[src/rtl/delay_measure.sv]
// Per-channel stimulus/response delay measurement: steps through NUM_CH channels,
// counting clk cycles from stimulus rise to synchronised response, then flags done.
module delay_measure #(
    parameter int NUM_CH  = 20,
    parameter int TIMEOUT = 50000,
    parameter int RECOVER = 100
) (
    input  logic                  clk,
    input  logic                  rst,
    input  logic                  start_sig,
    input  logic [NUM_CH-1:0]     resp_in,
    output logic [NUM_CH-1:0]     stim_out,
    output logic [NUM_CH*16-1:0]  data,
    output logic                  done_sig,
    output logic                  busy
);

    localparam int CW = $clog2(NUM_CH);

    typedef enum logic [1:0] {S_IDLE, S_MEASURE, S_RECOVER, S_DONE} state_t;

    state_t            r_state;
    logic              r_start_meta, r_start_s, r_start_d;
    logic [NUM_CH-1:0] r_resp_meta, r_resp_s;
    logic [CW-1:0]     r_ch;
    logic [15:0]       r_cnt;

    logic w_start_edge;
    logic w_resp_hit;

    assign w_start_edge = r_start_s & ~r_start_d;
    assign w_resp_hit   = r_resp_s[r_ch];

    always_ff @(posedge clk or posedge rst) begin
        if (rst) begin
            r_start_meta <= 1'b0;
            r_start_s    <= 1'b0;
            r_start_d    <= 1'b0;
            r_resp_meta  <= '0;
            r_resp_s     <= '0;
            r_state      <= S_IDLE;
            r_ch         <= '0;
            r_cnt        <= '0;
            stim_out     <= '0;
            data         <= '0;
            done_sig     <= 1'b0;
            busy         <= 1'b0;
        end else begin
            r_start_meta <= start_sig;
            r_start_s    <= r_start_meta;
            r_start_d    <= r_start_s;
            r_resp_meta  <= resp_in;
            r_resp_s     <= r_resp_meta;

            case (r_state)
                S_IDLE, S_DONE: begin
                    if (w_start_edge) begin
                        r_state  <= S_MEASURE;
                        r_ch     <= '0;
                        r_cnt    <= '0;
                        stim_out <= NUM_CH'(1);
                        busy     <= 1'b1;
                        done_sig <= 1'b0;
                    end
                end
                S_MEASURE: begin
                    // response takes priority over timeout on the last counted cycle
                    if (w_resp_hit) begin
                        data[{r_ch, 4'b0000} +: 16] <= r_cnt;
                        stim_out <= '0;
                        r_cnt    <= '0;
                        r_state  <= S_RECOVER;
                    end else if (r_cnt == 16'(TIMEOUT - 1)) begin
                        data[{r_ch, 4'b0000} +: 16] <= 16'hFFFF;
                        stim_out <= '0;
                        r_cnt    <= '0;
                        r_state  <= S_RECOVER;
                    end else begin
                        r_cnt <= r_cnt + 16'd1;
                    end
                end
                S_RECOVER: begin
                    if (r_cnt == 16'(RECOVER - 1)) begin
                        r_cnt <= '0;
                        if (r_ch != CW'(NUM_CH - 1)) begin
                            r_ch     <= r_ch + CW'(1);
                            stim_out <= NUM_CH'(1) << (r_ch + CW'(1));
                            r_state  <= S_MEASURE;
                        end else begin
                            r_state  <= S_DONE;
                            done_sig <= 1'b1;
                            busy     <= 1'b0;
                        end
                    end else begin
                        r_cnt <= r_cnt + 16'd1;
                    end
                end
                default: r_state <= S_IDLE;
            endcase
        end
    end

endmodule
[config.mk]
export PLATFORM = sky130hd
export DESIGN_NAME = delay_measure
export DESIGN_NICKNAME = d
export VERILOG_FILES = /design/src/rtl/delay_measure.sv
export SDC_FILE = /design/constraint.sdc
export NUM_CORES = 1
export LEC_CHECK = 0
export ABC_AREA = 1
export CAP_MARGIN = 20
export CORE_MARGIN = 1
export CORE_UTILIZATION = 43
export CTS_BUF_LIST = sky130_fd_sc_hd__clkbuf_4
export DETAILED_ROUTE_END_ITERATION = 10
export PLACE_DENSITY_LB_ADDON = 0.05
export SYNTH_ARGS = -nofsm -noshare
export SYNTH_HDL_FRONTEND = slang
export SYNTH_SLANG_ARGS = --single-unit
[constraint.sdc]
create_clock -name clk -period 12.2 [get_ports clk]
set_input_delay 1.83 -clock clk [delete_from_list [all_inputs] [get_ports clk]]
set_output_delay 1.83 -clock clk [all_outputs]
set_load 0.05 [all_outputs]
**Word level (Yosys, flattened, before mapping)**

Cells that the tools add are included.

- Flip-flop bits (word level): 408
- Bits of input ports: 23
- Word-level logic and storage cells: 77

- Reduce and logical (&&, ||, !) cells: 9
- Eq/ne operators: 11
- $add $sub $neg: 3
- Multiplexer cells: 35
- Bitwise logic cells: 2
- Magnitude comparators: 1
- Shift-type cells: 4

Operators by type and width:

| cell | count |
|---|---|
| $bwmux W320 | 2 |
| $mux W320 | 2 |
| $shift A16 B11 Y320 const A | 1 |
| $shiftx A16 B11 Y320 | 1 |
| $shiftx A16 B11 Y320 const A | 1 |
| $mux W20 | 5 |
| $mux W16 | 4 |
| $pmux W20 S3 | 1 |
| $pmux W16 S3 | 1 |
| $shl A1 B5 Y20 const A | 1 |
| $add A16 B1 Y16 const B | 1 |
| $eq A16 B16 Y1 const B | 1 |
| $eq A16 B7 Y1 const B | 1 |
| $mux W5 | 3 |
| $reduce_and A4 Y1 | 3 |
| $neg A9 Y11 | 1 |
| $mux W2 | 5 |
| $pmux W5 S2 | 1 |
| $ne A2 B2 Y1 const B | 4 |
| $mux W1 | 7 |
| $lt A5 B6 Y1 const B | 1 |
| $pmux W2 S3 | 1 |
| $add A5 B1 Y5 const B | 1 |
| $bmux W1 S5 | 1 |
| other kinds (12) | 15 |

**Logic depth before layout (Yosys ltp)**

- Word-level depth: 5
- Mapped depth: 17
- Mapped depth without buffers: 14

**Least setup slack after synthesis**

OpenSTA, ideal clock, no wires.

- Path type: reg-to-reg
- Start: reg r_ch[0]
- End: reg data[304]
- Library setup time: 0.066 ns
- Path buffers: 6
- Cell stages (with the launch flop): 16
- Period minus slack after synthesis: 3.072 ns
- Arrival time: 3.006 ns
- Path slack: 9.128 ns
- Data required time: 12.134 ns
- Cells stage by stage: dfrtp_1 -> inv_2 -> buf_2 -> buf_1 -> clkbuf_1 -> ha_1 -> clkbuf_1 -> inv_1 -> clkbuf_1 -> nand2_1 -> clkbuf_1 -> nor4_1 -> nand2_1 -> a21oi_1 -> nand2_1 -> nand2_1

- Longest elaborated chain between the ends: 5

RTL lines:

| what | line | RTL |
|---|---|---|
| start: declaration | 25 | `logic [CW-1:0] r_ch;` |
| start signal: assignment | 86 | `r_ch <= r_ch + CW'(1);` |
| $neg A9 Y11 | 69, 74 |  |
| $shiftx A16 B11 Y320 / $shift A16 B11 Y320 (equally long branches) | 74, 69 |  |
| $bwmux W320 | 74 | `data[{r_ch, 4'b0000} +: 16] <= 16'hFFFF;` |
| $mux W320 | 73 | `end else if (r_cnt == 16'(TIMEOUT - 1)) begin` |
| $mux W320 | 68 | `if (w_resp_hit) begin` |
| end signal: indexed assignment | 69 | `data[{r_ch, 4'b0000} +: 16] <= r_cnt;` |
| end: declaration | 13 | `output logic [NUM_CH*16-1:0] data,` |

Parallel ways exist; a longest one is shown, timed or not. The select of a mux whose other input is x is not followed.
A chain may end at the register's enable or synchronous reset.

**Worst setup path after layout**

- Start: reg r_ch[0]
- End: reg data[16]

Same word-level chain as after synthesis.

==> results.json <==
{
  "status": "finished, final reports clean",
  "final_design_area_no_fill_mm2": 0.0253,
  "die-height_um": 219,
  "setup-violations-final": 0,
  "syn_area_per_cell_um2": 7.80,
  "post-route-period-util_pct": 35.6,
  "placeableCoreArea_mm2": 0.0458,
  "leakage_power_nw": 12.0,
  "route.met2.wl_mm": 31.2,
  "critPathRequiredTime_ns": 12.97,
  "cts_h_tree_depth": 3,
  "cp_top_family": "buffers and inverters",
  "critical-path-max-stage-delay_ns": 0.85,
  "drt_first_pass_iters": 7,
  "fillCellCount": 4333,
  "via_count_of_the_first_global_routing_pass": 18500,
  "numPortBuffers": 364,
  "largest_family_of_logic_cells_by_synthesized_area": "simple AND/OR/NAND/NOR gates",
  "unrepaired_setup_endpoints_after_global_routing": "no",
  "dieWidth_um": 219,
  "final_hold_viol_count": 0,
  "most-common-layout-cells": "1007 x sky130_fd_sc_hd__nand2_1, 408 x sky130_fd_sc_hd__dfrtp_1, 364 x sky130_fd_sc_hd__clkdlybuf4s50_1",
  "numCtsBuffers": 107,
  "holdBufCountCts": 0,
  "worst_slew_slack_as_a_fraction_of_its_limit_pct": 25.1,
  "worst_setup_path_start_kind": "flip-flop",
  "cp.buffers_inverters": 3,
  "fmax_ghz": 0.230,
  "tritoncts": "yes",
  "final_core_util_pct": 55.3,
  "yosys.cell_types.count": 40,
  "finalCriticalPeriod_ns": 4.34,
  "report.final.slew_viol_count": 0,
  "power_report.internal_total_mw": 2.51,
  "routed_wire_length_per_instance_um": 19.4,
  "initial_core_util_pct": 44.1,
  "max-clock-path-buffers": 3,
  "cells_along_the_critical_path": "inv_2, nand3_1, nand2_1, nand2_4, inv_4, buf_4, nand3_1, nor2_1, nand3_2, o21ai_0",
  "final_nets": 2898,
  "p_sw_share_pct": 45.3,
  "total_setup_buffers_inserted_after_cts": 0,
  "ant_nets": 0,
  "power-per-cell-area_mw_per_mm2": 181,
  "synth_mux_area_share_pct": 0,
  "antenna_found_initial": 1,
  "post-dp-hpwl_mm": 44.6,
  "sequential_cell_area_mm2": 0.0102,
  "power.ir.vdd_worst_uv": 152,
  "num_rows": 78,
  "crit_fanout": 103,
  "grt_start_max_net_pins": 190,
  "setup.worst_path.class": "reg -> reg",
  "pwr-share-seq_pct": 32.5,
  "top_layer_used": "met4",
  "layout.cells.most_common": "sky130_fd_sc_hd__nand2_1",
  "final_layout_size_suffix_gt1_share_pct": 8.47,
  "report.power.total_mw": 4.59,
  "post_cts_resize_count": 0,
  "leftover_overflow_at_the_end_of_global_routing": 0,
  "synthesis.yosys.warnings": 0,
  "worst_skew_pair.late_latency_ns": 0.91,
  "multi_input_comb_area_mm2": 0.00875,
  "place_congestion": 0.898,
  "synthSimpleGateAreaFrac_pct": 34.1,
  "critical_path_endpoint_category": "flip-flop",
  "detail_route.iter0.violations": 1874,
  "syn_to_final_growth_pct": 25.5,
  "synth_compound_gate_area_share_pct": 8.07,
  "slowest_stage": "sky130_fd_sc_hd__buf_4",
  "drc_errors": 0,
  "grt_first_pass_wirelength_mm": 106,
  "worst_path_most_repeated_cell": "sky130_fd_sc_hd__nand3_1",
  "comb_power_share_pct": 40.0,
  "max_cap_violations": 0,
  "drt-total-wl_mm": 68.8,
  "global_route.usage.total_pct": 28.7,
  "clk_transition_reported_paths_ns": 0.07,
  "net-switching-power_mw": 2.08,
  "ys_ff_latch": 408,
  "post_synth_xor_area_fraction_pct": 0.391,
  "num_vias": 19300,
  "number_of_sinks_driven_by_the_clock_tree": 408,
  "design.portCount": 365,
  "dpl_cell_area_mm2": 0.0238,
  "die_area_mm2": 0.0478,
  "yosys.area_share.adder_pct": 0.621,
  "power.clock.fraction_pct": 27.5,
  "tightestPinTransition_ns": 1.12,
  "post_syn_nets": 2617,
  "root_buffer": "sky130_fd_sc_hd__clkbuf_4",
  "route.met3.wl_mm": 5.66,
  "yosysSeqAreaShare_pct": 50.6,
  "holdCritPathClass": "reg -> reg",
  "critical_path_arrival_ns": 5.12,
  "post_synth_inst_count": 2584,
  "fin_skew_ns": 0.0611,
  "timing.setup.tns_ns": 0,
  "syn-cell-area_mm2": 0.0202,
  "m1WireLength_mm": 29.6,
  "holdWs_ns": 0.345,
  "vias_per_cell": 5.44
}
==> registers in the layout, summed over array words and instances, names as in the netlist <==
register / flops
data: 320
r_resp_meta: 20
r_resp_s: 20
stim_out: 20
r_cnt: 16
r_ch: 5
r_state: 2
busy: 1
done_sig: 1
r_start_d: 1
r_start_meta: 1
r_start_s: 1
==> cell usage after synthesis, drive strengths merged <==
cell    instances  area, um^2
or2             2        12.5
o22ai           1        6.26
o21a            1        7.51
nand4         103         644
dfrtp         408       10200
nor4           19         149
a21oi          18        90.1
a22oi          49         368
buf           109         563
ha             10         125
nand3b          8        83.8
nor3           60         320
clkbuf        110         414
inv            70         265
xor2            9        78.8
clkinv          2        7.51
o31ai          16         120
nand2        1014        3830
nand3         188        1010
nor2          197         816
o21ai         165         826
nor3b           1        7.51
o41ai          24         210
==> power by group through the flow <==
stage	Sequential [mW]	Combinational, mW	Clock [mW]
global placement	1.52	1.78	0
detailed placement	1.52	1.80	0
floorplan	1.71	1.15	0
CTS	1.50	1.80	1.30
global route	1.50	2.00	1.37
finish	1.50	1.84	1.26
==> through the flow <==
step,instances,setup WS [ns]
after floorplan,2584,4.87
after global placement,3353,7.46
after global routing,3542,7.44
final,3542,7.86
after CTS,3538,7.60
after detailed placement,3353,7.43
==> worst reg2reg max path, cell delays in order, from the launching register on <==
cell	delay, ns
sky130_fd_sc_hd__dfrtp_1	0.39
sky130_fd_sc_hd__inv_2	0.41
sky130_fd_sc_hd__nand3_1	0.14
sky130_fd_sc_hd__nand2_1	0.12
sky130_fd_sc_hd__nand2_4	0.41
sky130_fd_sc_hd__inv_4	0.53
sky130_fd_sc_hd__buf_4	0.85
sky130_fd_sc_hd__nand3_1	0.35
sky130_fd_sc_hd__nor2_1	0.19
sky130_fd_sc_hd__nand3_2	0.48
sky130_fd_sc_hd__o21ai_0	0.38
==> worst paths after layout <==
kind	from	end	slack [ns]	cells after the start
setup / recovery	r_ch[0]	data[16]	7.86	10
hold / removal	r_resp_meta[1]	r_resp_s[1]	0.34	0
setup reg to reg	r_ch[0]	data[16]	7.86	10
hold reg to reg	r_resp_meta[1]	r_resp_s[1]	0.34	0
max in group asynchronous	rst	data[177]	8.42	4
min in group asynchronous	rst	data[279]	1.42	2
==> layout make-up <==
type | instances | share of cell area [%]
well taps | 600 | 2.97
repair buffers | 391 | 15.4
flip-flops and latches | 408 | 40.3
inverters | 72 | 1.10
diodes | 1 | 0.00989
multi-input cells | 1885 | 34.6
clock buffers | 156 | 4.63
clock inverters | 29 | 0.974
==> metal layers <==
metal / vias to the layer above / track usage, %
li1: 9115 / -
met1: 9188 / 38.8
met2: 827 / 43.6
met3: 127 / 6.40
met4: 0 / 13.2
met5: - / 0
==> cells by family after synthesis <==
group / count (synthesis)
AOI/OAI and AO/OA: 274
xor gates and xnor gates: 9
adders and majority gates: 10
buffers and inverters: 291
DFF: 408
and+or+nand+nor: 1592
No activity file was read; power rests on OpenSTA's default activity.
